--- config.mk ---
export PLATFORM = sky130hd
export DESIGN_NAME = paint_writer
export DESIGN_NICKNAME = d
export VERILOG_FILES = /design/src/rtl/paint_pkg.sv /design/src/rtl/fb_addr_calc.sv /design/src/rtl/paint_writer.sv
export SDC_FILE = /design/constraint.sdc
export NUM_CORES = 1
export LEC_CHECK = 0
export BUFFER_PORTS_ARGS = -buffer_cell sky130_fd_sc_hd__buf_2
export CAP_MARGIN = 20
export CORE_MARGIN = 4
export CORE_UTILIZATION = 42
export CTS_BUF_LIST = sky130_fd_sc_hd__clkbuf_2
export DETAILED_ROUTE_END_ITERATION = 10
export PLACE_DENSITY = 0.72
export SYNTH_ARGS = -nofsm -noshare
export SYNTH_HDL_FRONTEND = slang
export SYNTH_SLANG_ARGS = --single-unit
--- constraint.sdc ---
create_clock -name CLK -period 3.4 [get_ports CLK]
set_input_delay 0.17 -clock CLK [delete_from_list [all_inputs] [get_ports CLK]]
set_output_delay 0.17 -clock CLK [all_outputs]
set_load 0.02 [all_outputs]
--- src/rtl/paint_pkg.sv ---
// Shared geometry, colour and state definitions for the paint writer.
package paint_pkg;

    localparam int H_RES    = 160;
    localparam int V_RES    = 120;
    localparam int FB_DEPTH = 19200;
    localparam int ADDR_W   = 15;

    localparam logic [7:0]        BG_COLOR  = 8'h00;
    localparam logic [ADDR_W-1:0] LAST_ADDR = 15'(FB_DEPTH - 1);

    typedef enum logic [1:0] {
        ST_IDLE  = 2'd0,
        ST_PAINT = 2'd1,
        ST_CLEAR = 2'd2
    } paint_state_t;

endpackage

--- src/rtl/fb_addr_calc.sv ---
// Pixel-to-framebuffer address mapping with an in-bounds flag.
// Coordinates are 9 bits so that x+1 / y+1 of the brush cannot wrap.
module fb_addr_calc
    import paint_pkg::*;
(
    input  logic [8:0]        i_x,
    input  logic [8:0]        i_y,
    output logic [ADDR_W-1:0] o_addr,
    output logic              o_in_bounds
);

    logic [ADDR_W-1:0] w_x15;
    logic [ADDR_W-1:0] w_y15;

    assign w_x15 = {6'd0, i_x};
    assign w_y15 = {6'd0, i_y};

    // y*160 as two shifts; only meaningful when the pixel is on screen
    assign o_addr      = (w_y15 << 7) + (w_y15 << 5) + w_x15;
    assign o_in_bounds = (i_x < 9'(H_RES)) && (i_y < 9'(V_RES));

endmodule

--- src/rtl/paint_writer.sv ---
// Paint/clear write sequencer for a 160x120 framebuffer.
// Optional macro PAINT_BRUSH2X2_EN widens each paint to a 2x2 brush.
module paint_writer
    import paint_pkg::*;
(
    input  logic        CLK,
    input  logic        RST,
    input  logic        PEN_DOWN,
    input  logic        CLEAR,
    input  logic [7:0]  xCoord,
    input  logic [7:0]  yCoord,
    input  logic [7:0]  RGBw,
    input  logic        WR_READY,
    output logic        WR_EN,
    output logic [14:0] WR_ADDR,
    output logic [7:0]  WR_DATA,
    output logic        BUSY
);

    paint_state_t      r_state;
    logic              r_wr_en;
    logic [ADDR_W-1:0] r_wr_addr;
    logic [7:0]        r_wr_data;
    logic              r_busy;
    logic              r_pending;
    logic [ADDR_W-1:0] r_sweep;

    logic [7:0]        r_rec_x;
    logic [7:0]        r_rec_y;
    logic [7:0]        r_rec_c;
    logic              r_rec_valid;

    logic [7:0]        r_lat_x;
    logic [7:0]        r_lat_y;
    logic [7:0]        r_lat_c;

    logic [8:0]        w_px;
    logic [8:0]        w_py;
    logic [ADDR_W-1:0] w_addr;
    logic              w_in_bounds;
    logic              w_last_px;
    logic              w_pix_done;
    logic              w_match;
    logic              w_trigger;

`ifdef PAINT_BRUSH2X2_EN
    logic [1:0]        r_idx;

    assign w_px      = {1'b0, r_lat_x} + {8'd0, r_idx[0]};
    assign w_py      = {1'b0, r_lat_y} + {8'd0, r_idx[1]};
    assign w_last_px = (r_idx == 2'd3);

    // brush index walks the 2x2 footprint, one step per finished pixel
    always_ff @(posedge CLK or posedge RST) begin
        if (RST) begin
            r_idx <= 2'd0;
        end else if (r_state != ST_PAINT) begin
            r_idx <= 2'd0;
        end else if (w_pix_done) begin
            r_idx <= r_idx + 2'd1;
        end
    end
`else
    assign w_px      = {1'b0, r_lat_x};
    assign w_py      = {1'b0, r_lat_y};
    assign w_last_px = 1'b1;
`endif

    fb_addr_calc u_addr (
        .i_x         (w_px),
        .i_y         (w_py),
        .o_addr      (w_addr),
        .o_in_bounds (w_in_bounds)
    );

    // a pixel is finished when its write is accepted or it is clipped
    assign w_pix_done = r_wr_en ? WR_READY : ~w_in_bounds;
    assign w_match    = r_rec_valid && (r_rec_x == xCoord) &&
                        (r_rec_y == yCoord) && (r_rec_c == RGBw);
    assign w_trigger  = PEN_DOWN && !w_match;

    // main sequencer: state, record, pending clear and registered write port
    always_ff @(posedge CLK or posedge RST) begin
        if (RST) begin
            r_state     <= ST_IDLE;
            r_wr_en     <= 1'b0;
            r_wr_addr   <= 15'd0;
            r_wr_data   <= 8'h00;
            r_busy      <= 1'b0;
            r_pending   <= 1'b0;
            r_sweep     <= 15'd0;
            r_rec_x     <= 8'd0;
            r_rec_y     <= 8'd0;
            r_rec_c     <= 8'd0;
            r_rec_valid <= 1'b0;
            r_lat_x     <= 8'd0;
            r_lat_y     <= 8'd0;
            r_lat_c     <= 8'd0;
        end else begin
            case (r_state)
                ST_IDLE: begin
                    if (CLEAR || r_pending) begin
                        r_state   <= ST_CLEAR;
                        r_busy    <= 1'b1;
                        r_pending <= 1'b0;
                        r_sweep   <= 15'd0;
                        r_wr_en   <= 1'b1;
                        r_wr_addr <= 15'd0;
                        r_wr_data <= BG_COLOR;
                    end else if (w_trigger) begin
                        r_state <= ST_PAINT;
                        r_busy  <= 1'b1;
                        r_lat_x <= xCoord;
                        r_lat_y <= yCoord;
                        r_lat_c <= RGBw;
                    end else if (!PEN_DOWN) begin
                        r_rec_valid <= 1'b0;
                    end
                end
                ST_PAINT: begin
                    if (CLEAR) begin
                        r_pending <= 1'b1;
                    end
                    if (r_wr_en) begin
                        if (WR_READY) begin
                            r_wr_en <= 1'b0;
                        end
                    end else if (w_in_bounds) begin
                        r_wr_en   <= 1'b1;
                        r_wr_addr <= w_addr;
                        r_wr_data <= r_lat_c;
                    end
                    // clipped pixels still count: the record always follows the latch
                    if (w_pix_done && w_last_px) begin
                        r_state     <= ST_IDLE;
                        r_busy      <= 1'b0;
                        r_rec_x     <= r_lat_x;
                        r_rec_y     <= r_lat_y;
                        r_rec_c     <= r_lat_c;
                        r_rec_valid <= 1'b1;
                    end
                end
                ST_CLEAR: begin
                    if (CLEAR) begin
                        r_pending <= 1'b1;
                    end
                    if (WR_READY) begin
                        if (r_sweep == LAST_ADDR) begin
                            r_state     <= ST_IDLE;
                            r_busy      <= 1'b0;
                            r_wr_en     <= 1'b0;
                            r_rec_valid <= 1'b0;
                        end else begin
                            r_sweep   <= r_sweep + 15'd1;
                            r_wr_addr <= r_sweep + 15'd1;
                        end
                    end
                end
                default: begin
                    r_state <= ST_IDLE;
                    r_busy  <= 1'b0;
                    r_wr_en <= 1'b0;
                end
            endcase
        end
    end

    assign WR_EN   = r_wr_en;
    assign WR_ADDR = r_wr_addr;
    assign WR_DATA = r_wr_data;
    assign BUSY    = r_busy;

endmodule

==> results of run 1 <==
area by class of cell:
type / count / area, um^2
inverters: 19 / 72.57
clock buffers: 10 / 50.05
well taps: 143 / 178.9
fillers: 1038 / 5738
multi-input cells: 324 / 2480
repair buffers: 87 / 588.1
flip-flops and latches: 92 / 2302
clock inverters: 6 / 57.56
synthesized netlist by cell type (2+ instances only):
library cell and instances:
nor4_1 7, a22oi_1 9, a21o_1 4, a21boi_0 2, xnor2_1 11, o21bai_1 2
nor3_1 5, o211ai_1 2, o21ai_0 37, nand4_1 2, fa_1 2, o21a_1 3
mux2_2 32, clkbuf_1 8, nand2b_1 2, nand2_1 48, a211oi_1 4, a31oi_1 3
and4_1 2, mux2_4 20, xor2_1 27, buf_12 2, nor2_1 16, or2_2 2
a22o_1 2, nor3b_1 3, a21oi_1 13, ha_1 20, o31ai_1 10, dfrtp_1 92
nand3_1 19, inv_1 18, buf_2 7
worst paths after layout:
path                       cells past startpoint  slack [ns]                       to                    from
max reg2reg                                   10        0.52  WR_ADDR[14]$_DFFE_PP0P_  r_lat_x[7]$_DFFE_PP0P_
min reg2reg                                    2        0.51   WR_ADDR[5]$_DFFE_PP0P_  WR_ADDR[5]$_DFFE_PP0P_
max                                           10        0.52  WR_ADDR[14]$_DFFE_PP0P_  r_lat_x[7]$_DFFE_PP0P_
max in group asynchronous                      4        2.50   r_lat_x[1]$_DFFE_PP0P_                     RST
min in group CLK                               5        0.06        WR_EN$_DFFE_PP0P_                WR_READY
min                                            3        0.06   r_rec_c[7]$_DFFE_PP0P_                     RST
routing by layer:
metal / up-vias / routed length [um] / track usage, %
met2: 62 / 5327 / 28.07
li1: 1774 / - / -
met3: 20 / 448 / 3.368
met5: - / 0 / 0
met4: 0 / 201 / 5.963
met1: 1792 / 5382 / 24.43
power by group:
part	internal [mW]	leakage, nW	switching (mW)
Sequential	1.51	1.18	0.369
Clock	0.118	0.0705	0.424
Combinational	1.14	1.49	1.48
kinds of logic after synthesis:
logic type	Yosys count
muxes	52
xor gates and xnor gates	38
and+or+nand+nor	113
AOI/OAI and AO/OA	99
DFF	92
buffers and inverters	37
adders and majority gates	22
placed cells by master, fill, tap and decap left out, drive strengths merged, types with 11 or more instances in the layout:
| master | n |
|---|---|
| ha | 20 |
| dlygate4sd3 | 27 |
| mux2 | 52 |
| xor2 | 27 |
| inv | 20 |
| nand3 | 19 |
| nand2 | 49 |
| a21oi | 13 |
| nor2 | 16 |
| buf | 60 |
| o21ai | 39 |
| dfrtp | 92 |
| xnor2 | 11 |
sequential cells by signal, summed over array words and instances, names as in the netlist, 2 cells and up:
| name | count |
|---|---|
| r_rec_y | 8 |
| r_state | 2 |
| r_lat_y | 8 |
| r_rec_x | 8 |
| r_sweep | 15 |
| WR_DATA | 8 |
| r_rec_c | 8 |
| r_lat_x | 8 |
| r_lat_c | 8 |
| WR_ADDR | 15 |
through the flow:
stage / setup slack [ns] / power (mW)
floorplan: 0.8380 / 3.745
detailed placement: 0.6171 / 4.505
CTS: 0.5284 / 5.074
global placement: 0.7490 / 4.408
finish: 0.5188 / 5.047
global route: 0.2846 / 5.454
worst max-delay path, stage by stage, from the launching register on:
cell and delay, ns:
dfrtp_1 0.46, inv_1 0.08, fa_1 0.54, inv_1 0.08, fa_1 0.49, a211oi_1 0.33, o21ai_0 0.13, a31oi_1 0.22
xnor2_1 0.14, a22oi_1 0.11, o31ai_1 0.21
repair_timing:
item                                   in CTS  in global routing
hold buffers                               27                  0
endpoints found under the hold margin      57                  0
gates resized for setup                     0                  0
==> results.md, run 1 <==
* Bufs on Longest Clock Path at 2
* Library cells used by synthesis at 50
* Share of layout cells above drive strength 1 at about a quarter
* Fin util at 49.96%
* Post-synthesis xor/xnor area fraction at 6.710%
* CTS Sinks at 92
* Final Max Tran Viols at 0
* Cell Count Post-Placement at roughly 640
* Mapped Area at between 4000 and 5000 um^2
* Synth Instances at approximately 450
* Post-synthesis sequential area ratio at between 40% and 50%
* Remaining antenna violation count at 0
* Fin. Hold Viols at 0
* CTS buffer count at 9
* Synth Area in Compound Gates at a little over an eighth
* # rows at 39
* Routed WL per cell at between 15 and 20 um
* Main synth FF type: dfrtp_1
* Final HPWL DP at 8.340 mm
* Async SR Flop Fraction at 100.0%
* Finished Cell Area at roughly 5700 um^2
* # port buffers at 53
* Largest net degree at the start of global routing at 35
* Hold Slack at about 0.056 ns
* Fin crit period at 2.881 ns
* Vias in the first global route at about 3600
* Clk_lat worst skew at between 0.6 and 0.7 ns
* CP Max Fanout at 4
* Setup TNS at 0 ns
* Hold Crit Class: in -> async
* Setup repair bufs after CTS at 0
* Setup crit start kind: register
* Max rail drop VDD at ~0.00055 V
* Combinational family with the most area after synthesis: multiplexers
* Ports at 54
* Mapped Avg Cell Area at approximately 11 um^2
* Cell taking the most area after synthesis: dfrtp_1
* Static leakage at approximately 2.7 nW
* Vias per Instance at 5.357
* Final #Nets at between 500 and 600
* # diodes at 0
* TritonRoute pass-1 iters at 4
* Crit end category: register
* EDFF count, synth at 0
* Vias at ~3600
* Final setup violation count at 0
* Mux cell area share after synthesis at between 10% and 20%
* Die ar. at roughly 14000 um^2
* Clock Root Buffer: clkbuf_2
* Syn Nets at roughly 500
* DR iter-0 viols at 260
* Post-route clock skew at around 0.034 ns
* H-Tree Level Count at 3
* GR Overflow Total at 0
* Critical Path AT at roughly 3.4 ns
* PD cells at between 800 and 900 nW/um^2
* Synth area leaders: dfrtp_1 46%, mux2_2 7.3%, mux2_4 6.1%
* Worst-margin pin slew at ~0.8 ns
* Simple-Gate Fraction of Synth Area at 11.00%
* Area growth syn-to-layout at 15.51%
* Adder-Cell Fraction of Synth Area at 5.853%
* CTS tree: done
* MaxCap Viol Count at 0
* Post-synth top area share at between 40% and 50%
* Final std cells w/o fill at 681
* Initial core utilization at 43.25%
* Core outline area at about 11000 um^2
* Placed inst area at between 5000 and 6000 um^2
* # DRC at 0
* Die Ht at about 120 um
* CP required at between 3 and 4 ns
* Status: finished clean
* Seq cells post-synth at between 90 and 100
* RSZ-0062 raised after global routing: false
* Initial antenna violation count at 0
* Tot GR Track Use at ~18%
* Max_slew headroom at ~47%
* Horiz. Die Dim at between 100 and 150 um
* First-pass GRT wire length at around 19 mm
* Kind of critical path: reg -> reg
* F_max at 347.1 MHz
* Fin crit share at between 80 and 90%
* CTS clock-pin slew for the worst setup and hold paths at 0.30 ns
* Total Routed Length at ~11 mm
* Ys Warns at 0
* Final RePlAce weighted congestion at 0.8665
Power figures use the tool's default switching activity.
==> inputs of run 2 (changes only) <==
- ABC_AREA: default -> 1
- PLACE_DENSITY: 0.72 -> 0.75
- clock period: 3.4 -> 2.4 ns (I/O delays scaled with it)
==> run 2 against run 1 <==
Net effect:
- clock power is 57% higher
- worst setup slack worse by 0.37 ns
- power is 37% lower
- count of clock-buffer cells in the layout is 1 lower
- first-iteration DRC count is 12% lower
- critical path type unchanged
- highest routed layer unchanged
==> results.md, run 2 <==
* Status: finished clean
* Initial core utilization at 43.59% (+0.34 points)
* Setup Slack @ Placement at 0.1042 ns (-0.5129 ns)
* RR Startpoint: r_lat_y[0]$_DFFE_PP0P_
* Kind of critical path: reg -> reg
* Critical path origin: r_lat_y[0]$_DFFE_PP0P_
* Crit end category: register
* DR iter-0 viols at 229 (-12%)
* H-Tree Level Count at 3 (unchanged)
* Critical Path AT at 2.80 ns (-0.60 ns)
* Final RePlAce weighted congestion at 0.8734 (+0.80%)
* Vias per Instance at 4.878 (-8.9%)
* Fin. Hold Viols at 0 (unchanged)
* Final #Nets at 790 (+35%)
* Mapped Area at 5041 um^2 (+1.6%)
* CTS clock-pin slew for the worst setup and hold paths at 0.29 ns (about the same)
* Fin crit share at 93.96% (+9.2 points)
* TritonRoute pass-1 iters at 5 (+1)
* First-pass GRT wire length at 19.84 mm (+5.5%)
* # DRC at 0 (unchanged)
* Max rail drop VDD at 0.0003761 V (-32%)
* Post-synth top area share at 45.67% (-0.75 points)
* Share of layout cells above drive strength 1 at 15.73% (-9.9 points)
* Core outline area at 11560 um^2 (+0.85%)
* Worst reg2reg setup slack at 0.14 ns (-0.37 ns)
* Commonest non-fill, non-tap cell in the layout: nand2_1
* Static leakage at 3.024 nW (+10%)
* Clock Root Buffer: clkbuf_2
* Hold Crit Class: in -> async
* Final setup margin at 0.1449 ns (-0.3739 ns)
* # port buffers at 53 (unchanged)
* Initial antenna violation count at 1 (+1)
* Die ar. at 13820 um^2 (+1.5%)
* Most frequent cells in the layout: 197 x nand2_1, 92 x dfrtp_1, 79 x inv_1, 60 x o21ai_0, 53 x buf_2
* Main synth FF type: dfrtp_1
* Largest net degree at the start of global routing at 49 (+40%)
* Horiz. Die Dim at 117.6 um (+0.76%)
* Tot GR Track Use at 17.38% (-0.30 points)
* Ports at 54 (unchanged)
* Buffers & Inverters on Critical Path at 2 (unchanged)
* Remaining antenna violation count at 0 (unchanged)
* CP Max Fanout at 4 (unchanged)
* Fill cell count at 1097 (+5.7%)
* Cell Count Post-Placement at 838 (+31%)
* Bufs on Longest Clock Path at 2 (unchanged)
* Clk_lat worst skew at 0.62 ns (about the same)
* Mapped Avg Cell Area at 7.756 um^2 (-29%)
* Crit path top cell by count: nand2_1
* Synth area leaders: dfrtp_1 46%, nand2_1 15%, inv_1 6.2%
* Seq cells post-synth at 92 (unchanged)
* Library cells used by synthesis at 34 (-32%)
* Max_slew headroom at 61.39% (+15 points)
* CP max stage delay at 0.55 ns (about the same)
* EDFF count, synth at 0 (unchanged)
* Most frequent cell after synthesis: nand2_1
* Total Routed Length at 11.47 mm (+0.96%)
* Die Ht at 117.6 um (+0.76%)
* Post-route clock skew at 0.04308 ns (+0.008876 ns)
* CTS tree: done
* MaxCap Viol Count at 0 (unchanged)
* Syn Nets at 701 (+39%)
* CP max-delay cell: fa_1
* Setup crit start kind: register
* Vias in the first global route at 4114 (+14%)
* Routed WL per cell at 12.91 um (-23%)
* Final Max Tran Viols at 0 (unchanged)
* Worst-margin pin slew at 0.5785 ns (-0.2223 ns)
* Cell taking the most area after synthesis: dfrtp_1
* Fin crit period at 2.255 ns (-0.6261 ns)
* Ys Warns at 0 (unchanged)
* Final std cells w/o fill at 888 (+30%)
* Area growth syn-to-layout at 17.70%
* F_max at 443.4 MHz (+28%)
* GR Overflow Total at 0 (unchanged)
* Post-synthesis sequential area ratio at 45.67% (-0.75 points)
* # rows at 39 (unchanged)
* CTS Sinks at 92 (unchanged)
* Top cells by count, synth: 197 x nand2_1, 92 x dfrtp_1, 83 x inv_1
* Synth Instances at 650 (+43%)
* Async SR Flop Fraction at 100.0% (unchanged)
* CTS buffer count at 9 (unchanged)
* CP Cell Sequence: inv_2 -> fa_1 -> inv_2 -> ha_1 -> nand3_1 -> nand2_1 -> nand4_1 -> nand2_1 -> nand2_1 -> nand2_1 -> o21ai_0 -> nand2_1 -> nand2_1
* Final HPWL DP at 8.376 mm (+0.43%)
* Vias at 4332 (+19%)
* CP required at 2.95 ns (-0.97 ns)
* Largest delay contributor family on the critical path: adder cells
* Final setup violation count at 0 (unchanged)
* PD cells at 537.2 nW/um^2 (-39%)
==> run 2: changes by cell type after synthesis, moves of 15 or more <==
cell	previous run	this run
o21ai_1	1	28
inv_1	18	83
mux2_2	32	0
nor2_1	16	40
xor2_1	27	2
nand2_1	48	197
nand3_1	19	34
mux2_4	20	0
o21ai_0	37	60
==> run 2: tightest hold or removal path: stages <==
cell and delay, ns:
dlygate4sd3_1 0.53, buf_2 0.13, clkinvlp_4 0.37
==> run 2: timing repair <==
item	4_1_cts	5_1_grt
hold buffers	31	0
buffers inserted	0	2
gates resized for setup	0	5
endpoints found under the hold margin	122	0
setup endpoints to repair	0	4
==> run 2: metal layers <==
layer  vias to the layer above  global-route usage, %  wire length [um]
met4                         0                  3.590               141
met5                         -                      0                 0
met1                      1983                  23.89              5446
met2                        83                  27.57              5261
li1                       2250                      -                 -
met3                        16                  4.998               619
==> run 2: layout make-up <==
class / instances / area, um^2 / area share [%]
timing repair buffer: 96 / 690.7 / 11.64
inverter: 91 / 347.8 / 5.863
clock inverter: 7 / 81.33 / 1.371
clock buffer: 9 / 45.04 / 0.7592
sequential: 92 / 2302 / 38.80
tap: 143 / 178.9 / 3.016
antenna: 1 / 2.502 / 0.04218
multi-input combinational: 449 / 2285 / 38.51
==> run 2: path summary, 6_finish.rpt <==
check                                           to  cells after the start
setup / recovery           WR_ADDR[13]$_DFFE_PP0P_                     13
hold / removal              r_lat_y[7]$_DFFE_PP0P_                      3
setup reg to reg           WR_ADDR[13]$_DFFE_PP0P_                     13
hold reg to reg             WR_ADDR[9]$_DFFE_PP0P_                      2
max in group asynchronous   r_rec_y[6]$_DFFE_PP0P_                      4
min in group CLK            r_lat_y[3]$_DFFE_PP0P_                      4
==> run 2: logic make-up after synthesis <==
kind of cell,share of synthesized area (%)
buf+inv,9.159
simple gates,25.22
xor+xnor,1.042
flops,45.67
compound gates,13.15
fa+ha+maj,5.758
==> run 2: where the power goes <==
group	switching (mW)	internal [mW]
registers	0.0809	1.65
logic	0.367	0.240
clock network	0.593	0.259
total	1.04	2.15
==> run 2: metrics by stage <==
stage | instance area [um^2] | hold WS [ns] | utilization [%] | power [mW] | TNS (ns)
after CTS | 5908 | 0.004760 | 51.09 | 3.212 | 0
after global placement | 5472 | 0.1951 | 47.31 | 2.301 | 0
final | 5933 | 0.04084 | 51.30 | 3.187 | 0
after floorplan | 5045 | 0.2410 | - | 2.131 | 0
after global routing | 5933 | 0.03404 | 51.30 | 3.383 | -0.008223
after detailed placement | 5472 | 0.1992 | 47.31 | 2.314 | 0
